## src/rtl/keypad_scan_fifo.sv

```systemverilog
// Matrix-keypad scanner: walks one active-low drive line at a time, debounces press and
// release on scan ticks, and queues accepted key codes in a show-ahead FIFO with interrupt.
module keypad_scan_fifo #(
  parameter int unsigned NUM_DRIVE  = 4,
  parameter int unsigned NUM_SENSE  = 3,
  parameter int unsigned SCAN_DIV   = 50000,
  parameter int unsigned DEBOUNCE   = 8,
  parameter int unsigned FIFO_DEPTH = 4,
  parameter int unsigned INT_MODE   = 0,
  localparam int unsigned CODE_W = (NUM_DRIVE * NUM_SENSE > 1) ?
                                   $clog2(NUM_DRIVE * NUM_SENSE) : 1,
  localparam int unsigned CNT_W  = $clog2(FIFO_DEPTH + 1)
) (
  input  logic                 clk,
  input  logic                 rst_n,
  input  logic [NUM_SENSE-1:0] sense_n,
  output logic [NUM_DRIVE-1:0] drive_n,
  output logic                 key_valid,
  output logic [CODE_W-1:0]    key_code,
  input  logic                 key_rd,
  output logic [CNT_W-1:0]     fifo_count,
  output logic [CODE_W-1:0]    last_key,
  output logic                 overflow,
  output logic                 interrupt
);

  localparam int unsigned DIV_W = $clog2(SCAN_DIV);
  localparam int unsigned IDX_W = (NUM_DRIVE > 1) ? $clog2(NUM_DRIVE) : 1;
  localparam int unsigned COL_W = (NUM_SENSE > 1) ? $clog2(NUM_SENSE) : 1;
  localparam int unsigned DBC_W = $clog2(DEBOUNCE + 1);
  localparam int unsigned PTR_W = $clog2(FIFO_DEPTH);

  typedef enum logic [1:0] {StScan, StPressDb, StHeld, StRelDb} state_e;

  logic [NUM_SENSE-1:0] sync1_q, s_n;
  logic [DIV_W-1:0]     div_q;
  logic                 tick;
  state_e               state_q, state_d;
  logic [IDX_W-1:0]     idx_q, idx_d, idx_next;
  logic [DBC_W-1:0]     dbc_q, dbc_d, dbc_inc;
  logic [COL_W-1:0]     col_q, col_d, low_col;
  logic [CODE_W-1:0]    code_q, code_d, cap_code;
  logic [CODE_W-1:0]    last_key_q, last_key_d;
  logic                 any_low;
  logic                 push_q, push_d;

  logic [CODE_W-1:0]    mem_q [FIFO_DEPTH];
  logic [PTR_W-1:0]     wr_ptr_q, rd_ptr_q;
  logic [CNT_W-1:0]     count_q, count_d;
  logic                 full, do_push, do_pop;
  logic                 ovf_q, irq_q;

  always_ff @(posedge clk or negedge rst_n) begin
    if (!rst_n) begin
      sync1_q <= '1;
      s_n     <= '1;
    end else begin
      sync1_q <= sense_n;
      s_n     <= sync1_q;
    end
  end

  assign tick = (div_q == DIV_W'(SCAN_DIV - 1));

  always_ff @(posedge clk or negedge rst_n) begin
    if (!rst_n) div_q <= '0;
    else        div_q <= tick ? '0 : div_q + DIV_W'(1);
  end

  // Lowest-numbered closed sense line wins when several keys share a row.
  always_comb begin
    any_low = 1'b0;
    low_col = '0;
    for (int i = NUM_SENSE - 1; i >= 0; i--) begin
      if (!s_n[i]) begin
        any_low = 1'b1;
        low_col = COL_W'(i);
      end
    end
  end

  assign idx_next = (idx_q == IDX_W'(NUM_DRIVE - 1)) ? '0 : idx_q + IDX_W'(1);
  assign dbc_inc  = dbc_q + DBC_W'(1);
  assign cap_code = CODE_W'(32'(idx_q) * NUM_SENSE + 32'(low_col));

  always_comb begin
    state_d    = state_q;
    idx_d      = idx_q;
    dbc_d      = dbc_q;
    col_d      = col_q;
    code_d     = code_q;
    last_key_d = last_key_q;
    push_d     = 1'b0;
    if (tick) begin
      case (state_q)
        StScan: begin
          if (any_low) begin
            code_d = cap_code;
            col_d  = low_col;
            dbc_d  = DBC_W'(1);
            if (DEBOUNCE == 1) begin
              state_d    = StHeld;
              push_d     = 1'b1;
              last_key_d = cap_code;
            end else begin
              state_d = StPressDb;
            end
          end else begin
            idx_d = idx_next;
          end
        end
        StPressDb: begin
          if (any_low && (low_col == col_q)) begin
            dbc_d = dbc_inc;
            if (dbc_inc == DBC_W'(DEBOUNCE)) begin
              state_d    = StHeld;
              push_d     = 1'b1;
              last_key_d = code_q;
            end
          end else begin
            state_d = StScan;
          end
        end
        StHeld: begin
          if (!any_low) begin
            dbc_d = DBC_W'(1);
            if (DEBOUNCE == 1) begin
              state_d = StScan;
              idx_d   = idx_next;
            end else begin
              state_d = StRelDb;
            end
          end
        end
        StRelDb: begin
          if (!any_low) begin
            dbc_d = dbc_inc;
            if (dbc_inc == DBC_W'(DEBOUNCE)) begin
              state_d = StScan;
              idx_d   = idx_next;
            end
          end else begin
            state_d = StHeld;
          end
        end
        default: state_d = StScan;
      endcase
    end
  end

  always_ff @(posedge clk or negedge rst_n) begin
    if (!rst_n) begin
      state_q    <= StScan;
      idx_q      <= '0;
      dbc_q      <= '0;
      col_q      <= '0;
      code_q     <= '0;
      last_key_q <= '0;
      push_q     <= 1'b0;
    end else begin
      state_q    <= state_d;
      idx_q      <= idx_d;
      dbc_q      <= dbc_d;
      col_q      <= col_d;
      code_q     <= code_d;
      last_key_q <= last_key_d;
      push_q     <= push_d;
    end
  end

  assign drive_n = ~(NUM_DRIVE'(1) << idx_q);

  assign key_valid = (count_q != '0);
  assign full      = (count_q == CNT_W'(FIFO_DEPTH));
  assign do_pop    = key_rd && key_valid;
  // A pop on the same clk frees the slot, so a push into a full FIFO still lands.
  assign do_push   = push_q && (!full || do_pop);

  always_comb begin
    count_d = count_q;
    if (do_push && !do_pop)      count_d = count_q + CNT_W'(1);
    else if (!do_push && do_pop) count_d = count_q - CNT_W'(1);
  end

  always_ff @(posedge clk) begin
    if (do_push) mem_q[wr_ptr_q] <= code_q;
  end

  always_ff @(posedge clk or negedge rst_n) begin
    if (!rst_n) begin
      wr_ptr_q <= '0;
      rd_ptr_q <= '0;
      count_q  <= '0;
      ovf_q    <= 1'b0;
      irq_q    <= 1'b0;
    end else begin
      if (do_push) wr_ptr_q <= wr_ptr_q + PTR_W'(1);
      if (do_pop)  rd_ptr_q <= rd_ptr_q + PTR_W'(1);
      count_q <= count_d;
      if (do_pop)              ovf_q <= 1'b0;
      else if (push_q && full) ovf_q <= 1'b1;
      irq_q <= (INT_MODE == 0) ? (count_d != '0) : do_push;
    end
  end

  assign key_code   = mem_q[rd_ptr_q];
  assign fifo_count = count_q;
  assign last_key   = last_key_q;
  assign overflow   = ovf_q;
  assign interrupt  = irq_q;

endmodule

```

## config.mk

```make
export PLATFORM = sky130hd
export DESIGN_NAME = keypad_scan_fifo
export DESIGN_NICKNAME = d
export VERILOG_FILES = /design/src/rtl/keypad_scan_fifo.sv
export SDC_FILE = /design/constraint.sdc
export NUM_CORES = 1
export LEC_CHECK = 0
export ABC_AREA = 1
export CORE_MARGIN = 2
export CORE_UTILIZATION = 58
export CTS_CLUSTER_SIZE = 30
export DETAILED_ROUTE_END_ITERATION = 8
export PLACE_DENSITY = 0.9
export SYNTH_ARGS = -nofsm -noshare
export SYNTH_HDL_FRONTEND = slang
export SYNTH_SLANG_ARGS = --single-unit
```

## constraint.sdc

```tcl
create_clock -name clk -period 3.2 [get_ports clk]
set_clock_uncertainty 0.2 [all_clocks]
set_input_delay 0.96 -clock clk [delete_from_list [all_inputs] [get_ports clk]]
set_output_delay 0.96 -clock clk [all_outputs]
set_load 0.01 [all_outputs]
```

==> metrics.md, run 1 <==
| Metric | Value |
|---|---|
| Slew HR | 0.591 |
| Mean Syn Cell Area | 9.05 µm² |
| Area Overhead vs Synth | 16.7% |
| Num CTS Buffers | 9 |
| Global-route wire length before repair | about 10 mm |
| Library cells used by synthesis | 30 |
| Via count | 2,401 |
| Largest family of logic cells by synthesized area | simple AND/OR/NAND/NOR gates |
| Most frequent cell after synthesis | nand2_1 |
| Crit end category | output port |
| Power Internal | ~0.0016 W |
| DPL Wire Length | 4.11 mm |
| Critical Path Source | rd_ptr_q[0] |
| P_sw | 0.000574 W |
| R2R Setup Slk | 0.80 ns |
| Worst r2r dst | code_q[2] |
| Final WL | 5.78 mm |
| Count of final max-slew check failures | 0 |
| Hold Fails Final Rpt | 0 |
| Setup crit end | key_code[0] |
| Post-synthesis adder-cell area fraction | 0.0701 |
| Initial antenna violation count | 0 |
| Max Cap Viol | 0 |
| R2R cell count | 8 |
| Final net count | 415 |
| CTS tree | done |
| Ant diodes | 0 |
| Status | finished, final reports clean |
| Finished Layout Cells | around 470 |
| Seq/Total Area, Yosys | 0.535 |
| Post_cts resized | 0 |
| Rows | 27 |
| Crit-path max FO | 10 |
| Post-synthesis mux area share | 0 |
| Yosys top cell by area | dfrtp_1 |
| Gpl congestion | 0.885 |
| Final worst-path cycle share | 0.952 |
| Worst slew pin tran | 0.614 ns |
| Layout cells sized above 1 | 0.101 |
| Top post-synthesis cells by count | 76 x nand2_1, 62 x inv_1, 46 x nor2_1 |
| I/O Buffers | 23 |
| Post-CTS Setup Repair Bufs | 0 |
| Die H | 78.8 µm |
| Clock buffer depth | 2 |
| Ys flop type | dfrtp_1 |
| Post-CTS Hold Buffers | 0 |
| RSZ-0062 raised after global routing | false |
| Worst Path Arrival | ~1.9 ns |
| Reg power frac | 0.439 |
| Total iterations of the first detailed-routing run | 4 |
| Worst-Skew Late Latency | 0.34 ns |
| PD cells | 573 nW/µm² |
| Synth Register Bits | 66 |
| Critical path type | reg -> out |
| Core area | 5470 µm² |
| DRC violations left | 0 |
| CP Data Required Time | ~2.0 ns |
| Compound-gate portion of the synthesized area | 0.0713 |
| Setup violations, final | 0 |
| Congestion Overflow GR | 0 |
| Initial Util | 0.594 |
| Root buffer cell | clkbuf_8 |
| Die W | 78.8 µm |
| Hold Path Class | reg -> reg |
| Comb power frac | 0.183 |
| Post-synth EDFFs | 16 |
| Clock slew at reported path FFs | roughly 0.070 ns |
| Post-Synth Simple-Gate Area | 0.208 |
| Maximum operating frequency | about 330 MHz |
| Max VDD drop | 0.000357 V |
| Largest net degree at the start of global routing | just over 50 |
| Area share of the largest cell type after synthesis | 0.339 |
| Sw Ratio | 0.264 |
| Ranking of synthesized cells by area | dfrtp_1 34%, edfxtp_1 15%, nand2_1 8.8% |
| Synth Cell Area | 3250 µm² |
| Ys async rst share | 0.758 |
| Post-Synth XOR/XNOR Area | 0.0351 |
| Leak | 1.81 nW |
| Via density | around 5.1 |
| DR WL/cell | 12.3 µm |
| Cells after synthesis | around 360 |
| Ports | 24 |
| Synth warn | 0 |
| Antenna-violating nets left | 0 |
| Min Tclk post-route | 3.05 ns |
| Synthesized net count | 382 |
| GRT Total Usage | 0.207 |
| DR iter-0 viols | 107 |
| Clock power share | 0.379 |
| Clock Sinks | 66 |
| Placed cell count | between 400 and 500 |
| Die area | 6210 µm² |
| Startpoint types | flop |
| Vias in the first global route | 2,345 |
| H-tree levels | 3 |
| Reg-to-reg critical path startpoint | s_n[2] |
| Sum Neg Setup Slack | 0 ns |
[worst max-delay path: stages (launching register included)]
cell and delay [ns]:
dfrtp_1 0.48, inv_1 0.24, o21ai_0 0.12, o22ai_1 0.14, clkdlybuf4s50_1 0.56
[cell families (layout without fill, tap and decap cells)]
group                    Yosys count  in the layout
AND/OR/NAND/NOR                  157            157
buffers and inverters             67            105
flip-flops                        66             66
AO/OA/AOI/OAI                     39             39
adder cells (fa/ha/maj)           17             17
XOR/XNOR                          13             13
[routing by layer]
layer	global-route usage	wire, µm	vias up
li1	-	-	1203
met1	0.234	2390	1119
met2	0.359	2950	66
met3	0.0432	277	13
met4	0.129	160	0
met5	0	0	-
[through the flow]
step | worst slack [ns] | hold slack (ns) | util | total power [W] | cell area, µm²
5_1_grt | 0.0716 | 0.168 | 0.693 | 0.00227 | 3790
3_5_place_dp | 0.456 | 0.150 | 0.650 | 0.00136 | 3560
4_1_cts | 0.168 | 0.160 | 0.693 | 0.00219 | 3790
6_report | 0.154 | 0.158 | 0.693 | 0.00217 | 3790
2_1_floorplan | 0.952 | 0.145 | - | 0.00118 | 3250
3_3_place_gp | 0.498 | 0.146 | 0.650 | 0.00133 | 3560
[cells in the final DEF, fill, tap and decap left out, drive strengths merged]
cell type      instances
nand2                 78
dfstp                  6
o21ai                 28
a21oi                  5
bufinv                 3
clkinv                 2
nor3                  12
clkbuf                11
nand3                 14
inv                   64
o22ai                  4
dfrtp                 44
xnor2                  1
nor4                   2
nor2                  47
clkinvlp               1
fa                     2
ha                    15
xor2                  12
buf                    2
nand4                  4
edfxtp                16
clkdlybuf4s50         22
a31oi                  2
[area by class of cell]
class	instances	area (µm²)
Multi-Input combinational cell	226	1250
Clock buffer	11	131
Fill cell	421	1680
Tap cell	72	90.1
Sequential cell	66	1740
Timing Repair Buffer	24	233
Inverter	65	245
Clock inverter	5	103
[sequential cells by signal, indices dropped and copies added (netlist names)]
name,cells
sync1_q,3
rd_ptr_q,2
col_q,2
fifo_count,3
state_q,2
wr_ptr_q,2
push_q,1
mem_q,16
overflow,1
idx_q,2
div_q,16
interrupt,1
last_key,4
dbc_q,4
s_n,3
code_q,4
[worst min-delay path by stage]
stage                     from      to  slack, ns  cells after the start
global route        sync1_q[0]  s_n[0]       0.17                      0
global placement    sync1_q[0]  s_n[0]       0.15                      0
detailed placement  sync1_q[0]  s_n[0]       0.15                      0
CTS                 sync1_q[0]  s_n[0]       0.16                      0
finish              sync1_q[0]  s_n[0]       0.16                      0
floorplan           sync1_q[0]  s_n[0]       0.15                      0
[power by group through the flow]
| stage | registers [W] | logic [W] | clock network [W] |
|---|---|---|---|
| 4_1_cts | 0.000952 | 0.000394 | 0.000841 |
| 3_5_place_dp | 0.000966 | 0.000391 | 0 |
| 6_report | 0.000953 | 0.000397 | 0.000823 |
| 5_1_grt | 0.000960 | 0.000440 | 0.000866 |
| 3_3_place_gp | 0.000964 | 0.000368 | 0 |
| 2_1_floorplan | 0.000958 | 0.000220 | 0 |
Power figures use the tool's default switching activity.
==> inputs of run 2 (changes only) <==
--- a/config.mk
+++ b/config.mk
@@ -10,6 +10,7 @@
 export CORE_UTILIZATION = 58
 export CTS_CLUSTER_SIZE = 30
 export DETAILED_ROUTE_END_ITERATION = 8
+export GPL_ROUTABILITY_DRIVEN = 0
 export PLACE_DENSITY = 0.9
 export SYNTH_ARGS = -nofsm -noshare
 export SYNTH_HDL_FRONTEND = slang
==> results of run 2 <==
The final DEF is identical to that of run 1; final timing and power are the same.
==> edit 1, RTL diff (config.mk and constraints of run 2) <==
Change the parameter `NUM_SENSE` from 3 to 6.
--- a/src/rtl/keypad_scan_fifo.sv
+++ b/src/rtl/keypad_scan_fifo.sv
@@ -2,7 +2,7 @@
 // release on scan ticks, and queues accepted key codes in a show-ahead FIFO with interrupt.
 module keypad_scan_fifo #(
   parameter int unsigned NUM_DRIVE  = 4,
-  parameter int unsigned NUM_SENSE  = 3,
+  parameter int unsigned NUM_SENSE  = 6,
   parameter int unsigned SCAN_DIV   = 50000,
   parameter int unsigned DEBOUNCE   = 8,
   parameter int unsigned FIFO_DEPTH = 4,
Interface: changed (resized key_code, last_key and sense_n); port bits go from 24 to 29. The function was not compared with the original's and may differ.
==> edit 1 against run 2 <==
Die area increased by 13%; cell area increased by 12%; critical path depth did not move; worst hold slack got worse by 0.00096 ns; first-iteration DRC count increased by 16%; sequential share of layout area rose by 2.8 points; sequential cell count increased by 12; wire length up 20%; final cell count grew 8.5%; highest routed layer unchanged; area after synthesis is 14% higher; setup slack worse by 0.0078 ns; power rose by 0.38%.
==> edit 1: results (changes against run 2) <==
first-pass iteration count of the detailed router = 6 (was 4)
post-detailed-route wirelength per cell = 13.6 um (was 12.3 um)
ys flop type = dfrtp_1 (unchanged)
Sw Pwr = 604 uW (was 574 uW)
pin count of the biggest net entering global routing = 59 (was 51)
number of input and output port buffers inserted = 28 (was 23)
Arrival @ worst endpoint = 1.89 ns (about the same)
clock transition time at the flip-flop clock pins of the worst setup and hold paths = 0.08 ns
count of unique library cells instantiated by Yosys = 33 (was 30)
Rel. slew slack = 72.9% (was 59.1%)
setup fix buffers added after clock tree synthesis = 0 (unchanged)
largest fanout on the critical path = 12 (was 10)
worst-skew pair later-pin latency = 0.35 ns
syn_nets = 418 (was 382)
area fraction in compound gates after synthesis = 6.22% (was 7.13%)
highest-delay cell along the critical path = clkdlybuf4s50_1 (unchanged)
number of nets at the end of the flow = 453 (was 415)
global-route wire length before repair = 11.8 mm (was 9.83 mm)
number of global-route vias before repair = 2767 (was 2345)
fraction of layout cells with a size suffix above 1 = 10.6% (was 10.1%)
delay-heaviest family, CP = buffers and inverters (unchanged)
number of fill cells in the layout = 481 (was 421)
share of synthesized cell area in full adder, half adder and majority cells = 5.95% (was 7.01%)
Leak = 0.00195 uW (was 0.00181 uW)
starting DRC count in detailed routing = 124 (was 107)
antenna violations before repair = 0 (unchanged)
total vias in the final route = 2737 (was 2401)
worst vdd rail ir drop = 0.357 mV (about the same)
top post-synthesis cells by count = nand2_1 (83), inv_1 (57), dfrtp_1 (46), nor2_1 (46), o21ai_0 (21) (was nand2_1 (76), inv_1 (62), nor2_1 (46))
number of flops mapped to enable cells by yosys = 20 (was 16)
CTS Buf Count = 9 (unchanged)
portion of netlist area occupied by mux cells = 0.609% (was 0%)
Regs by FF count = mem_q: 20 flops, div_q: 16 flops (was div_q: 16 flops, mem_q: 16 flops)
cell types with the largest area share after synthesis = dfrtp_1 (31%), edfxtp_1 (16%), dfstp_2 (8.5%), nand2_1 (8.4%), inv_1 (5.8%) (was dfrtp_1 (34%), edfxtp_1 (15%), nand2_1 (8.8%), inv_1 (7.2%), ha_1 (5.8%))
outcome = finished clean (unchanged)
total routing usage reported by global routing = 21.3% (was 20.7%)
Synth async-reset ratio = 74.4% (was 75.8%)
hpwl dp = 4.95 mm (was 4.11 mm)
post-synthesis share of cell area spent on xor and xnor gates = 2.60% (was 3.51%)
Seq/Total Area, Yosys = 55.9% (was 53.5%)
## edit 1: cell types whose count changed in the layout (fill, tap and decap cells not counted), moves of 5 or more
cell	change
clkdlybuf4s50_1	+5
nor2_2	+5
nor3_1	-5
inv_1	-6
nand2_1	+7
dfstp_2	+6
nand4_1	+8
o21ai_2	-6
## edit 1: per-stage QoR
step	instances	worst slack, ns	instance area [um^2]	total power, uW	hold slack [ns]
3_5_place_dp	493	0.315	4070	1550	0.148
3_3_place_gp	493	0.394	4070	1520	0.146
4_1_cts	509	0.0735	4240	2190	0.158
5_1_grt	509	0.0880	4240	2280	0.162
2_1_floorplan	392	1.07	3700	1350	0.145
6_report	509	0.147	4240	2180	0.157
## edit 1: area by class of cell
type | count | area [um^2] | share of cell area, %
Tap cell | 77 | 96.3 | 2.27
Sequential cell | 78 | 2070 | 48.7
Clock inverter | 5 | 22.5 | 0.531
Inverter | 58 | 218 | 5.13
Clock buffer | 11 | 153 | 3.60
Timing Repair Buffer | 29 | 295 | 6.96
Multi-Input combinational cell | 251 | 1390 | 32.8
## edit 1: worst paths after layout
path	from	endpoint	slack, ns	cells past startpoint
worst max register to register	div_q[0]	code_q[2]	0.85	7
max in group asynchronous	rst_n	sync1_q[4]	2.09	2
worst min register to register	sync1_q[1]	s_n[1]	0.16	0
worst max-delay path	rd_ptr_q[0]	key_code[2]	0.15	4
min in group asynchronous	rst_n	overflow	0.39	2
worst min-delay path	sync1_q[1]	s_n[1]	0.16	0
## edit 1: power by group through the flow
| stage | Sequential (uW) | Clock (uW) | Combinational [uW] |
|---|---|---|---|
| floorplan | 1130 | 0 | 218 |
| global placement | 1130 | 0 | 385 |
| detailed placement | 1140 | 0 | 407 |
| CTS | 1120 | 664 | 408 |
| global route | 1130 | 707 | 449 |
| finish | 1120 | 650 | 409 |
## edit 1: metal layers
layer	GRT usage [%]	vias to the layer above	wire, um
li1	-	1330	-
met1	25.9	1274	2850
met2	35.1	111	3440
met3	4.35	22	424
met4	13.0	0	225
met5	0	-	0
## edit 1: kinds of logic (layout without fill, tap and decap cells)
kind of cell	Yosys count	in the layout
buffers and inverters	63	103
flip-flops	78	78
multiplexers	2	2
adder cells (fa/ha/maj)	17	17
AND/OR/NAND/NOR	179	179
XOR/XNOR	11	11
AO/OA/AOI/OAI	42	42
## edit 1: repair_timing
action,4_1_cts,5_1_grt
hold buffers,0,0
endpoints found under the setup margin,0,1
gates resized for setup,0,1
==> edit 2, RTL diff (settings of run 2) <==
Made on the original files. Re-encode `state_e` (4 states) as Gray code, 2 bits wide.
--- a/src/rtl/keypad_scan_fifo.sv
+++ b/src/rtl/keypad_scan_fifo.sv
@@ -30,7 +30,7 @@
   localparam int unsigned DBC_W = $clog2(DEBOUNCE + 1);
   localparam int unsigned PTR_W = $clog2(FIFO_DEPTH);
 
-  typedef enum logic [1:0] {StScan, StPressDb, StHeld, StRelDb} state_e;
+  typedef enum logic [1:0] {StScan = 2'b00, StPressDb = 2'b01, StHeld = 2'b11, StRelDb = 2'b10} state_e;
 
   logic [NUM_SENSE-1:0] sync1_q, s_n;
   logic [DIV_W-1:0]     div_q;
Check against the original RTL: no difference found for any inputs over 10 cycles, from zero or initial values and one cycle with rst_n low; not proved beyond that.
==> edit 2 against run 2 <==
Cell area is 3.4% higher; power is 0.76% higher; sequential share of layout area fell by 1.5 points; global-route usage increased by 1.0 points; area after synthesis rose by 3.9%; maximum frequency fell by 0.88%; highest routed layer unchanged; sequential cell count unchanged; critical endpoint unchanged; critical path depth unchanged; setup slack got worse by 0.027 ns; largest power group unchanged; wire length is 5.2% higher; register-to-register slack improved by 0.07 ns.
==> edit 2: results (changes against run 2) <==
per-cell via count in the routed design = 5.11 (was 5.12)
outcome = finished clean (unchanged)
Rel. slew slack = 57.7% (was 59.1%)
total vias in the final route = 2433 (was 2401)
ys flop type = dfrtp_1 (unchanged)
CTS Buf Count = 9 (unchanged)
total length of routed wires = 6.08 mm (was 5.78 mm)
fraction of layout cells with a size suffix above 1 = 14.6% (was 10.1%)
worst min-delay path category = flop to flop (unchanged)
total number of yosys warnings = 0 (unchanged)
highest-delay cell along the critical path = dfrtp_1 (was clkdlybuf4s50_1)
hpwl dp = 4.36 mm (was 4.11 mm)
clock transition time at the flip-flop clock pins of the worst setup and hold paths = 0.08 ns
setup fix buffers added after clock tree synthesis = 0 (unchanged)
number of flops mapped to enable cells by yosys = 16 (unchanged)
Area Growth Syn to Fin = 16.1% (was 16.7%)
Arrival @ worst endpoint = 1.91 ns (was 1.89 ns)
Leak = 0.00189 uW (was 0.00181 uW)
Max clock buf depth = 2 (unchanged)
number of nets at the end of the flow = 426 (was 415)
syn_nets = 392 (was 382)
Placed Instances = 460 (was 453)
antenna violations before repair = 0 (unchanged)
worst vdd rail ir drop = 0.326 mV (was 0.357 mV)
Seq/Total Area, Yosys = 51.5% (was 53.5%)
cell types with the largest area share after synthesis = dfrtp_1 (33%), edfxtp_1 (14%), nand2_1 (8.0%), ha_1 (7.0%), inv_1 (6.2%) (was dfrtp_1 (34%), edfxtp_1 (15%), nand2_1 (8.8%), inv_1 (7.2%), ha_1 (5.8%))
number of fill cells in the layout = 407 (was 421)
average instance area after synthesis = 9.25 um^2 (was 9.05 um^2)
top post-synthesis cells by count = nand2_1 (72), inv_1 (56), dfrtp_1 (44) (was nand2_1 (76), inv_1 (62), nor2_1 (46))
buffer cell driving the clock tree root = clkbuf_8 (unchanged)
WHS Path Cells = 0 (unchanged)
instance area at placement = 0.00369 mm^2 (was 0.00356 mm^2)
pin count of the biggest net entering global routing = 51 (unchanged)
htree depth = 3 (unchanged)
Regs by FF count = div_q: 16 flops, mem_q: 16 flops (unchanged)
pre-CTS setup slack = 0.570 ns (was 0.456 ns)
starting DRC count in detailed routing = 208 (was 107)
largest fanout on the critical path = 10 (unchanged)
length in cells of the worst reg-to-reg path = 8 (unchanged)
count of instances resized after the clock tree is built = 0 (unchanged)
total routing usage reported by global routing = 21.7% (was 20.7%)
count of unique library cells instantiated by Yosys = 33 (was 30)
delay of the slowest cell on the worst path = 0.51 ns (was 0.56 ns)
hold-fix buffers at CTS = 0 (unchanged)
global-route wire length before repair = 10.6 mm (was 9.83 mm)
-- edit 2: cell types whose count changed in the layout (fill, tap and decap cells not counted), sizes merged, moves of 4 or more --
cell / before / now
ha: 15 / 19
clkinv: 2 / 6
inv: 64 / 59
nand2: 78 / 82
nor3: 12 / 2
a21oi: 5 / 9
nor2: 47 / 51
nand3: 14 / 19
-- edit 2: final timing paths --
path                              from           to  slack (ns)
hold / removal              sync1_q[1]       s_n[1]        0.16
setup / recovery           rd_ptr_q[0]  key_code[0]        0.13
hold reg to reg             sync1_q[1]       s_n[1]        0.16
max in group asynchronous        rst_n     dbc_q[3]        1.86
min in group asynchronous        rst_n  last_key[3]        0.52
setup reg to reg                s_n[2]    code_q[2]        0.87
-- edit 2: where the power goes --
| group | internal [uW] | switching, uW |
|---|---|---|
| clock | 443 | 339 |
| sequential | 903 | 51.9 |
| combinational | 211 | 242 |
-- edit 2: kinds of logic after synthesis --
| logic type | share of synthesized area [%] |
|---|---|
| adders and majority gates | 8.23 |
| and+or+nand+nor | 23.9 |
| xor gates and xnor gates | 3.11 |
| AOI/OAI and AO/OA | 6.12 |
| buffers and inverters | 7.08 |
| DFF | 51.5 |
-- edit 2: area by class of cell --
class	count	area share [%]
multi-input combinational	236	35.6
inverter	62	6.00
timing repair buffer	24	5.94
sequential	66	44.4
tap	72	2.30
clock inverter	7	2.59
clock buffer	9	3.16
-- edit 2: worst register-to-register path: stages (launching register included) --
cell	delay (ns)
dfstp_2	0.54
inv_1	0.05
nand3_1	0.10
inv_1	0.07
fa_1	0.43
ha_1	0.22
fa_1	0.49
inv_1	0.05
o21ai_1	0.11
-- edit 2: routing by layer --
metal	vias up	track usage, %	wire length, um
met3	11	3.37	203
li1	1215	-	-
met4	0	11.9	97
met2	40	38.1	3180
met5	-	0	0
met1	1167	25.5	2600
